## src/rtl/imm_field_encoder.sv

```systemverilog
// Immediate-field encoder: chooses the narrowest enabled immediate form for a
// 32-bit constant, or splits it into a HI (imm20 SE) and LO (imm15 ZE) beat pair.
module imm_field_encoder #(
    parameter int DataSize = 32,
    parameter int CntWidth = 16
) (
    input  logic                clk,
    input  logic                rst,
    input  logic                in_valid,
    output logic                in_ready,
    input  logic [DataSize-1:0] in_value,
    input  logic [3:0]          allow_mask,
    output logic                out_valid,
    input  logic                out_ready,
    output logic [4:0]          imm_5bit,
    output logic [14:0]         imm_15bit,
    output logic [19:0]         imm_20bit,
    output logic [1:0]          mux4to1_select,
    output logic                out_hi,
    output logic                out_last,
    output logic [CntWidth-1:0] split_count
);

    typedef enum logic [1:0] {IDLE, EMIT_ONE, EMIT_HI, EMIT_LO} state_t;

    localparam logic [1:0] SEL_Z5  = 2'b00;
    localparam logic [1:0] SEL_S15 = 2'b01;
    localparam logic [1:0] SEL_Z15 = 2'b10;
    localparam logic [1:0] SEL_S20 = 2'b11;

    state_t      state;
    logic [11:0] lo_bits;
    logic [2:0]  pick;

    function automatic logic [CntWidth-1:0] sat_inc(input logic [CntWidth-1:0] c);
        return (&c) ? c : c + CntWidth'(1);
    endfunction

    // Returns {match, select}; first enabled form in priority order wins.
    function automatic logic [2:0] pick_form(input logic [DataSize-1:0] v,
                                             input logic [3:0] m);
        logic fit_z5, fit_s15, fit_z15, fit_s20;
        fit_z5  = (v[31:5] == '0);
        fit_s15 = (v[31:14] == '0) || (&v[31:14]);
        fit_z15 = (v[31:15] == '0);
        fit_s20 = (v[31:19] == '0) || (&v[31:19]);
        if (m[0] && fit_z5)       return {1'b1, SEL_Z5};
        else if (m[1] && fit_s15) return {1'b1, SEL_S15};
        else if (m[2] && fit_z15) return {1'b1, SEL_Z15};
        else if (m[3] && fit_s20) return {1'b1, SEL_S20};
        else                      return {1'b0, SEL_Z5};
    endfunction

    assign pick = pick_form(in_value, allow_mask);

    always_ff @(posedge clk) begin
        if (rst) begin
            state          <= IDLE;
            in_ready       <= 1'b1;
            out_valid      <= 1'b0;
            imm_5bit       <= '0;
            imm_15bit      <= '0;
            imm_20bit      <= '0;
            mux4to1_select <= SEL_Z5;
            out_hi         <= 1'b0;
            out_last       <= 1'b0;
            split_count    <= '0;
            lo_bits        <= '0;
        end else begin
            case (state)
                IDLE: begin
                    if (in_valid) begin
                        out_valid <= 1'b1;
                        in_ready  <= 1'b0;
                        if (pick[2]) begin
                            state          <= EMIT_ONE;
                            mux4to1_select <= pick[1:0];
                            imm_5bit       <= (pick[1:0] == SEL_Z5) ? in_value[4:0] : '0;
                            imm_15bit      <= (pick[1:0] == SEL_S15 || pick[1:0] == SEL_Z15)
                                              ? in_value[14:0] : '0;
                            imm_20bit      <= (pick[1:0] == SEL_S20) ? in_value[19:0] : '0;
                            out_hi         <= 1'b0;
                            out_last       <= 1'b1;
                        end else begin
                            state          <= EMIT_HI;
                            mux4to1_select <= SEL_S20;
                            imm_5bit       <= '0;
                            imm_15bit      <= '0;
                            imm_20bit      <= in_value[31:12];
                            out_hi         <= 1'b1;
                            out_last       <= 1'b0;
                            lo_bits        <= in_value[11:0];
                            split_count    <= sat_inc(split_count);
                        end
                    end
                end
                EMIT_HI: begin
                    if (out_ready) begin
                        state          <= EMIT_LO;
                        mux4to1_select <= SEL_Z15;
                        imm_20bit      <= '0;
                        imm_15bit      <= {3'b000, lo_bits};
                        out_hi         <= 1'b0;
                        out_last       <= 1'b1;
                    end
                end
                EMIT_ONE, EMIT_LO: begin
                    if (out_ready) begin
                        state          <= IDLE;
                        in_ready       <= 1'b1;
                        out_valid      <= 1'b0;
                        imm_5bit       <= '0;
                        imm_15bit      <= '0;
                        imm_20bit      <= '0;
                        mux4to1_select <= SEL_Z5;
                        out_hi         <= 1'b0;
                        out_last       <= 1'b0;
                    end
                end
                default: state <= IDLE;
            endcase
        end
    end

endmodule

```

## config.mk

```make
export PLATFORM = sky130hd
export DESIGN_NAME = imm_field_encoder
export DESIGN_NICKNAME = d
export VERILOG_FILES = /design/src/rtl/imm_field_encoder.sv
export SDC_FILE = /design/constraint.sdc
export NUM_CORES = 1
export LEC_CHECK = 0
export BUFFER_PORTS_ARGS = -buffer_cell sky130_fd_sc_hd__buf_4
export CORE_AREA = 2 2 117 62
export DETAILED_ROUTE_END_ITERATION = 7
export DIE_AREA = 0 0 119 64
export PLACE_DENSITY_LB_ADDON = 0.1
export SLEW_MARGIN = 20
export SYNTH_ARGS = -nofsm -noshare
export SYNTH_HDL_FRONTEND = slang
export SYNTH_SLANG_ARGS = --single-unit
export TNS_END_PERCENT = 100
```

## constraint.sdc

```tcl
create_clock -name clk -period 3.4 [get_ports clk]
set_clock_uncertainty 0.05 [all_clocks]
set_input_delay 0.34 -clock clk [delete_from_list [all_inputs] [get_ports clk]]
set_output_delay 0.34 -clock clk [all_outputs]
set_load 0.01 [all_outputs]
```

Word-level counts from Yosys, hierarchy flattened
Cells that the tools add are included.
- bits in registers: 76
- input bits: 40
- output and inout port bits: 62
- logic and storage cells: 89
- add/subtract/negate cells: 1
- equal/unequal tests: 10
- muxes and demuxes: 41
- bitwise operators: 2
- reduce and logical (&&, ||, !) cells: 24
- operator list (kind ; number):
    20-bit 2-to-1 mux ; 4
    15-bit 2-to-1 mux ; 5
    15-bit case mux with 3 select lines ; 1
    20-bit case mux with 2 select lines ; 1
    27-bit logical NOT ; 1
    5-bit 2-to-1 mux ; 4
    18-bit logical NOT ; 1
    18-bit AND reduction ; 1
    17-bit logical NOT ; 1
    16-bit by 1-bit adder with 16-bit output (second input constant) ; 1
    16-bit AND reduction ; 1
    2-bit 2-to-1 mux ; 7
    13-bit logical NOT ; 1
    13-bit AND reduction ; 1
    3-bit 2-to-1 mux ; 4
    2-bit case mux with 3 select lines ; 2
    5-bit case mux with 2 select lines ; 1
    3-bit AND reduction ; 3
    2-bit equality test (second input constant) ; 4
    1-bit 2-to-1 mux ; 8
    2-bit != test (second input constant) ; 3
    1-bit case mux with 2 select lines ; 3
    2-bit by 1-bit equality test with 1-bit output (second input constant) ; 2
    1-bit logical AND ; 4
    other kinds (10) ; 14

Depth between registers and ports, before layout
Gate-level depths: netlist of the first run.
- word-level depth: 13
- mapped depth: 12
- mapped depth without buffers: 12

Least setup slack after synthesis of the first run
No wires, ideal clock.
- path type: input to register
- from: input port in_value[15]
- to: register imm_15bit[0]
- setup time: 0.132 ns
- arrival: 2.514 ns
- data required time: 3.218 ns
- slack: 0.704 ns
- cell stages on the path: 12
- buffers on the path: 1
- path through: or4_4 > or2_1 > o22ai_2 > and2_1 > nor2_1 > nand2_1 > inv_1 > ha_1 > nor3b_4 > buf_2 > a221oi_1 > nor3_1
- longest elaborated chain between the ends: 11
- elaborated cells between the ends (all ways): 18
- classes of those cells: eq/ne: 2; mux: 7; reduce/logical: 9
- RTL lines (what ; line ; text):
    start: declaration ; 11 ; input logic [DataSize-1:0] in_value,
    17-bit logical NOT, or another cell as far along ; 45 ; fit_z15 = (v[31:15] == '0);
    1-bit logical AND / 1-bit logical OR (equally long branches) ; 49, 44 ;
    3-bit 2-to-1 mux / 1-bit logical AND (equally long branches) ; 49, 48 ;
    3-bit 2-to-1 mux ; 48 ; else if (m[1] && fit_s15) return {1'b1, SEL_S15};
    3-bit 2-to-1 mux * ; 47 ; if (m[0] && fit_z5) return {1'b1, SEL_Z5};
    2-bit by 1-bit equality test with 1-bit output / 2-bit equality test (equally long branches) ; 79 ; imm_15bit <= (pick[1:0] == SEL_S15 || pick[1:0] == SEL_Z15)
    1-bit logical OR ; 79 ;
    15-bit 2-to-1 mux ; 80 ; ? in_value[14:0] : '0;
    15-bit 2-to-1 mux * ; 75 ; if (pick[2]) begin
    15-bit 2-to-1 mux * ; 72 ; if (in_valid) begin
    15-bit case mux with 3 select lines * ; 70 ; case (state)
    end signal: assignment ; 79 ;
    end signal: assignment ; 102 ; imm_15bit <= {3'b000, lo_bits};
    end: declaration ; 16 ; output logic [14:0] imm_15bit,
Every way passes the cells marked *; elsewhere a longest branch is shown, timed or not. The select of a mux whose other input is x is not followed.
A chain may end at the register's enable or synchronous reset.

Worst setup path after layout of the first run
- from: input port in_value[15]
- to: register imm_20bit[6]
- longest elaborated chain between the ends: 10
- elaborated cells between the ends (all ways): 16
- classes of those cells: eq/ne: 1; mux: 7; reduce/logical: 8
- RTL lines (what ; line ; text):
    17-bit logical NOT, or another cell as far along ; 45 ;
    1-bit logical AND / 1-bit logical OR (equally long branches) ; 49, 44 ;
    3-bit 2-to-1 mux / 1-bit logical AND (equally long branches) ; 49, 48 ;
    3-bit 2-to-1 mux ; 48 ;
    3-bit 2-to-1 mux * ; 47 ;
    2-bit equality test ; 81 ; imm_20bit <= (pick[1:0] == SEL_S20) ? in_value[19:0] : '0;
    20-bit 2-to-1 mux ; 81 ;
    20-bit 2-to-1 mux * ; 75 ;
    20-bit 2-to-1 mux * ; 72 ;
    20-bit case mux with 2 select lines * ; 70 ;
    end signal: assignment ; 81 ;
    end signal: assignment ; 89 ; imm_20bit <= in_value[31:12];
    end: declaration ; 17 ; output logic [19:0] imm_20bit,
Marked as above.

==> reports/qor.csv, run 1 <==
stage,metric,value,unit
placement,gp_congestion,0.909,
finish,nFillCells,572,
finish,fin_cells,584,
power_and_ir_drop,power,2.44,mW
synthesis,postSynthAreaPerCell,8.19,um2
sta,period_needed,3.05,ns
worst_hold_path,hold_end,lo_bits[10],
sta,tightest_slew,0.851,ns
sta,rsz0062_at_grt,false,
setup_path,crit_required,3.60,ns
synthesis,yosys.area.top_type,dfxtp_1,
sta,setup_slack,0.354,ns
clocking,cts_buffer_depth,2,
routing,viasPerCell,5.61,
clocking,clock_sinks,75,
routing,drt_iter0_drc,368,
finish,final_cell_mix,"buf_4 (106), dfxtp_1 (75), nor2_1 (63)",
setup_path,crit_chain,buf_4 -> or4_4 -> or2_1 -> o22ai_2 -> and2_1 -> a31oi_1 -> nor2_1 -> ha_1 -> nor3b_2 -> buf_4 -> a221oi_1 -> nor3_1,
synthesis,ys_seq_area_frac,0.460,
setup_path,cp_max_fo,12,
floorplan,die_h,64,um
finish,syn2layout_area_growth,33.4,%
floorplan,die_width,119,um
grt,grt_max_degree,76,
clocking,holdBufCountCts,0,
synthesis,synth_edf_count,0,
setup_path,worstPathArrival,3.24,ns
finish,design_area,4350,um2
floorplan,initial_core_util,0.498,
setup_path,cp_slowest_cell,nor3b_2,
grt,antenna_found_initial,0,
synthesis,ys_seq_elements,75,
sta,finalHoldViolCount,0,
sta,finalMaxSlewViolations,0,
finish,drive_gt1_frac,0.258,
synthesis,synth_area_leaders,"dfxtp_1 (46%), a221oi_1 (8.6%), nor2_1 (7.3%)",
synthesis,synthArstFlopShare,0,
setup_path,critical_path_buf_inv_count,2,
synthesis,synth_fp_nets,441,
power_and_ir_drop,leakage,1.82,nW
routing,postRouteAntennaNets,0,
clocking,cts_buffers,9,
setup_path,cp-end-kind,flop,
finish,diodes,0,
setup_path,reg2regPathDepth,6,
placement,dpl_cell_area,4070,um2
placement,place_ws,0.0878,ns
status,outcome,completed,
routing,routedWlPerCell,15.6,um
routing,route.vias.total,3277,
clocking,cts_root_buffer,clkbuf_16,
placement,dp_hpwl,6430,um
clocking,cts_resized,0,
sta,final.setup.tns,0,ns
routing,drc,0,
setup_path,r2r_slack,1.02,ns
power_and_ir_drop,ir_drop,0.302,mV
sta,setup_viol,0,
grt,grt_pass1_vias,2886,
placement,portBuffers,101,
floorplan,die_area,7620,um2
synthesis,syn_area,3260,um2
placement,dp_cells,570,
sta,relSlewSlack,0.432,
clocking,cts_tree,done,
synthesis,synthFlopType,dfxtp_1,
grt,grt-ovfl-total,0,
clocking,clkTransAtPathRegs,0.06,ns
synthesis,ys_types,39,
worst_hold_path,hold_class,in2reg,
synthesis,synth_cells,398,
sta,period_share,0.896,
setup_path,cp_top_family,simple AND/OR/NAND/NOR gates,
worst_hold_path,hp-start,in_value[10],
power_and_ir_drop,powerDensity,561,nW/um2
floorplan,ios,102,
setup_path,r2r_start,state[0],
clocking,cts-htree-levels,3,
floorplan,placementRows,21,
setup_path,path_common_cell,buf_4,
clocking,insertion_delay,0.33,ns
routing,drt_pass1_iterations,5,
flow_run,drv_cap,0,
finish,final_common_cell,buf_4,
synthesis,synth_top_area_share,0.460,
grt,grt_pass1_wl,14800,um
sta,fmax,328,MHz
floorplan,coreArea,6540,um2
finish,fin_nets,532,
setup_path,crit_type,in2reg,
routing,routed_wl,9130,um
setup_path,worstReg2RegEnd,split_count[15],
grt,track_usage,0.246,
setup_path,worst_setup_path_start_kind,primary input,
clocking,postCtsSetupBuffers,0,
synthesis,yosys_warnings,0,
setup_path,slowest_delay,0.66,ns
worst_hold_path,holdPathStages,3,
[where the power goes]
| group | leakage (nW) | total [mW] | internal [mW] | switching (mW) |
|---|---|---|---|---|
| Clock | 0.141 | 0.915 | 0.577 | 0.339 |
| Combinational | 1.06 | 0.509 | 0.218 | 0.291 |
| Sequential | 0.615 | 1.02 | 0.966 | 0.0497 |
| Total | 1.82 | 2.44 | 1.76 | 0.679 |
[cells in the mapped netlist (4+ instances only)]
library cell  number
nor3_1            36
xor2_1            10
nor2_1            63
buf_2              6
a22oi_1            5
and2_1             5
nand3_1           13
clkbuf_1          18
a21oi_1           26
dfxtp_1           75
a221oi_1          32
nand2_1           51
nor4_1             4
inv_1              8
nand4_1           12
[metrics by stage]
stage / hold slack (ns) / utilization
4_1_cts: 0.230 / 0.665
6_report: 0.237 / 0.665
3_5_place_dp: 0.396 / 0.622
2_1_floorplan: 0.386 / -
3_3_place_gp: 0.393 / 0.622
5_1_grt: 0.241 / 0.665
[kinds of logic after synthesis]
kind of cell / count (synthesis) / share of synthesized area
DFF: 75 / 0.460
buffers and inverters: 34 / 0.0437
and+or+nand+nor: 201 / 0.289
adders and majority gates: 3 / 0.0115
xor gates and xnor gates: 12 / 0.0322
AOI/OAI and AO/OA: 73 / 0.163
[flip-flops by register name, indices dropped and copies added (netlist names)]
register and flops:
out_hi 1, split_count 16, imm_15bit 15, lo_bits 12
out_valid 1, imm_20bit 20, in_ready 1, state 2
imm_5bit 5, mux4to1_select 2
[how the worst max path moves through the flow]
stage | from | depth (start not counted) | to | slack [ns]
2_1_floorplan | in_value[15] | 12 | imm_15bit[0] | 0.70
5_1_grt | in_value[15] | 12 | imm_20bit[8] | 0.13
4_1_cts | in_value[15] | 12 | imm_20bit[6] | 0.43
3_3_place_gp | in_value[15] | 12 | imm_20bit[3] | 0.20
6_report | in_value[15] | 12 | imm_20bit[6] | 0.35
3_5_place_dp | in_value[15] | 12 | imm_20bit[6] | 0.09
[per-layer routing]
layer,global-route usage,vias up,part of all wire
met1,0.349,1527,0.48
li1,-,1614,-
met5,0,-,0
met2,0.364,129,0.42
met3,0.0857,7,0.089
met4,0.0446,0,0.0042
[tightest hold or removal path, cell delays in order]
cell and delay [ns]:
buf_4 0.13, nand2_1 0.05, a21oi_1 0.05
[area by class of cell]
cell class	instances	area, um2	share of cell area
multi-input combinational	289	1630	0.374
inverter	8	30.0	0.00690
timing repair buffer	106	796	0.183
clock buffer	11	243	0.0558
clock inverter	3	40.0	0.00920
tap	92	115	0.0265
sequential	75	1500	0.345
Note: power is estimated with default switching activity, not from simulation.
==> run 2, diff against run 1 <==
--- a/config.mk
+++ b/config.mk
@@ -7,6 +7,7 @@
 export LEC_CHECK = 0
 export BUFFER_PORTS_ARGS = -buffer_cell sky130_fd_sc_hd__buf_4
 export CORE_AREA = 2 2 117 62
+export CTS_BUF_LIST = sky130_fd_sc_hd__clkbuf_4 sky130_fd_sc_hd__clkbuf_8 sky130_fd_sc_hd__clkbuf_16
 export DETAILED_ROUTE_END_ITERATION = 7
 export DIE_AREA = 0 0 119 64
 export PLACE_DENSITY_LB_ADDON = 0.1
==> run 2 against run 1 <==
  * Critical path depth unchanged
  * Via count about the same
  * Core utilization up 0.057 points
  * Global-route usage unchanged
  * Clock power up 0.8%
  * Total power up 0.28%
  * Largest cell class unchanged
  * Highest routed layer is now met3
==> reports/qor.csv, run 2 (synthesized netlist as in run 1, its figures left out) <==
stage,metric,value,unit,change
sta,finalHoldViolCount,0,,unchanged
clocking,clock_sinks,75,,unchanged
sta,rsz0062_at_grt,false,,
power_and_ir_drop,ir_drop,0.301,mV,-0.19%
placement,gp_congestion,0.909,,unchanged
setup_path,slowest_delay,0.65,ns,about the same
sta,period_share,0.893,,-0.00276
setup_path,worstPathArrival,3.23,ns,about the same
clocking,clkTransAtPathRegs,0.06,ns,about the same
sta,setup_viol,0,,unchanged
routing,drt_iter0_drc,384,,+4.3%
setup_path,path_common_cell,buf_4,,
finish,diodes,0,,unchanged
clocking,insertion_delay,0.33,ns,about the same
routing,viasPerCell,5.61,,about the same
routing,routedWlPerCell,15.7,um,+0.34%
finish,top_register,imm_20bit,,
power_and_ir_drop,leakage,1.82,nW,+0.19%
grt,grt_max_degree,76,,unchanged
sta,tightest_slew,0.854,ns,+0.00359 ns
floorplan,die_area,7620,um2,unchanged
finish,fin_util,0.666,,about the same
floorplan,placementRows,21,,unchanged
sta,period_needed,3.04,ns,-0.00940 ns
finish,final_cell_mix,"buf_4 (106), dfxtp_1 (75), nor2_1 (63)",,
clocking,postCtsSetupBuffers,0,,unchanged
routing,drt_pass1_iterations,4,,-1
grt,antenna_found_initial,0,,unchanged
sta,fmax,329,MHz,+0.31%
routing,routed_wl,9160,um,+0.34%
status,outcome,completed,,
routing,drc,0,,unchanged
routing,route.vias.total,3274,,-0.092%
floorplan,die_width,119,um,unchanged
clocking,cts_tree,done,,
floorplan,coreArea,6540,um2,unchanged
flow_run,drv_cap,0,,unchanged
finish,largest_reg_flops,20,,unchanged
grt,grt_pass1_vias,2886,,unchanged
grt,track_usage,0.246,,unchanged
setup_path,crit_chain,buf_4 -> or4_4 -> or2_1 -> o22ai_2 -> and2_1 -> a31oi_1 -> nor2_1 -> ha_1 -> nor3b_2 -> buf_4 -> a221oi_1 -> nor3_1,,
clocking,cts_resized,0,,unchanged
setup_path,cp_max_fo,12,,unchanged
finish,reg_top3,"imm_20bit x20, split_count x16, imm_15bit x15",,
floorplan,ios,102,,unchanged
clocking,holdBufCountCts,0,,unchanged
routing,postRouteAntennaNets,0,,unchanged
floorplan,initial_core_util,0.498,,unchanged
setup_path,cp-end-kind,flop,,
finish,syn2layout_area_growth,33.5,%,about the same
finish,nFillCells,571,,-0.17%
setup_path,worst_setup_path_start_kind,primary input,,
power_and_ir_drop,powerDensity,562,nW/um2,+0.19%
clocking,cts_buffer_depth,2,,unchanged
setup_path,crit_required,3.60,ns,about the same
clocking,cts_root_buffer,clkbuf_16,,
setup_path,crit_type,in2reg,,
setup_path,cp_slowest_cell,nor3b_2,,
finish,final_common_cell,buf_4,,
finish,drive_gt1_frac,0.260,,+0.00203
placement,portBuffers,101,,unchanged
grt,grt_pass1_wl,14800,um,unchanged
placement,dp_hpwl,6430,um,unchanged
finish,multi_input_area,1630,um2,unchanged
grt,grt-ovfl-total,0,,unchanged
finish,seq_area,1500,um2,unchanged
sta,final.setup.tns,0,ns,unchanged
clocking,cts-htree-levels,3,,unchanged
sta,finalMaxSlewViolations,0,,unchanged
sta,relSlewSlack,0.429,,-0.00240
floorplan,die_h,64,um,unchanged
worst_hold_path,hold_class,in2reg,,
clocking,cts_buffers,9,,unchanged
finish,fin_nets,532,,unchanged
-- run 2: layout make-up --
type,instances,share of cell area
Multi-Input combinational cell,289,0.373
Sequential cell,75,0.345
Timing Repair Buffer,106,0.183
Clock buffer,11,0.0566
Tap cell,92,0.0264
Clock inverter,3,0.00920
Inverter,8,0.00690
-- run 2: stage by stage --
step           hold WS [ns]  cells  power, mW  worst slack [ns]  cell area, um2
6_report              0.244    584       2.45             0.363            4350
5_1_grt               0.241    584       2.57             0.132            4350
4_1_cts               0.230    584       2.47             0.433            4350
3_5_place_dp          0.396    570       1.54            0.0878            4070
3_3_place_gp          0.393    570       1.54             0.203            4070
2_1_floorplan         0.386    398       1.31             0.704            3260
-- run 2: path summary, 6_finish.rpt --
check	from	end	slack (ns)	cells after the start
worst max register to register	state[0]	split_count[15]	1.01	6
worst max-delay path	in_value[15]	imm_20bit[6]	0.36	12
worst min register to register	lo_bits[11]	lo_bits[11]	0.41	2
worst min-delay path	in_value[10]	lo_bits[10]	0.24	3
-- run 2: worst max-delay path, delay by kind of cell --
kind            cells  cell delay [ns]
compound gates      3             0.31
fa+ha+maj           1             0.17
buf+inv             2             0.42
simple gates        6             1.99
-- run 2: metal layers --
| layer | vias to the layer above | GRT usage | part of all wire |
|---|---|---|---|
| met4 | 0 | 0.0446 | 0 |
| met5 | - | 0 | 0 |
| met2 | 114 | 0.364 | 0.43 |
| met1 | 1547 | 0.349 | 0.48 |
| li1 | 1613 | - | - |
| met3 | 0 | 0.0857 | 0.090 |
-- run 2: power by group --
part	internal (mW)	switching [mW]
clock network	0.585	0.337
registers	0.966	0.0497
logic	0.218	0.291
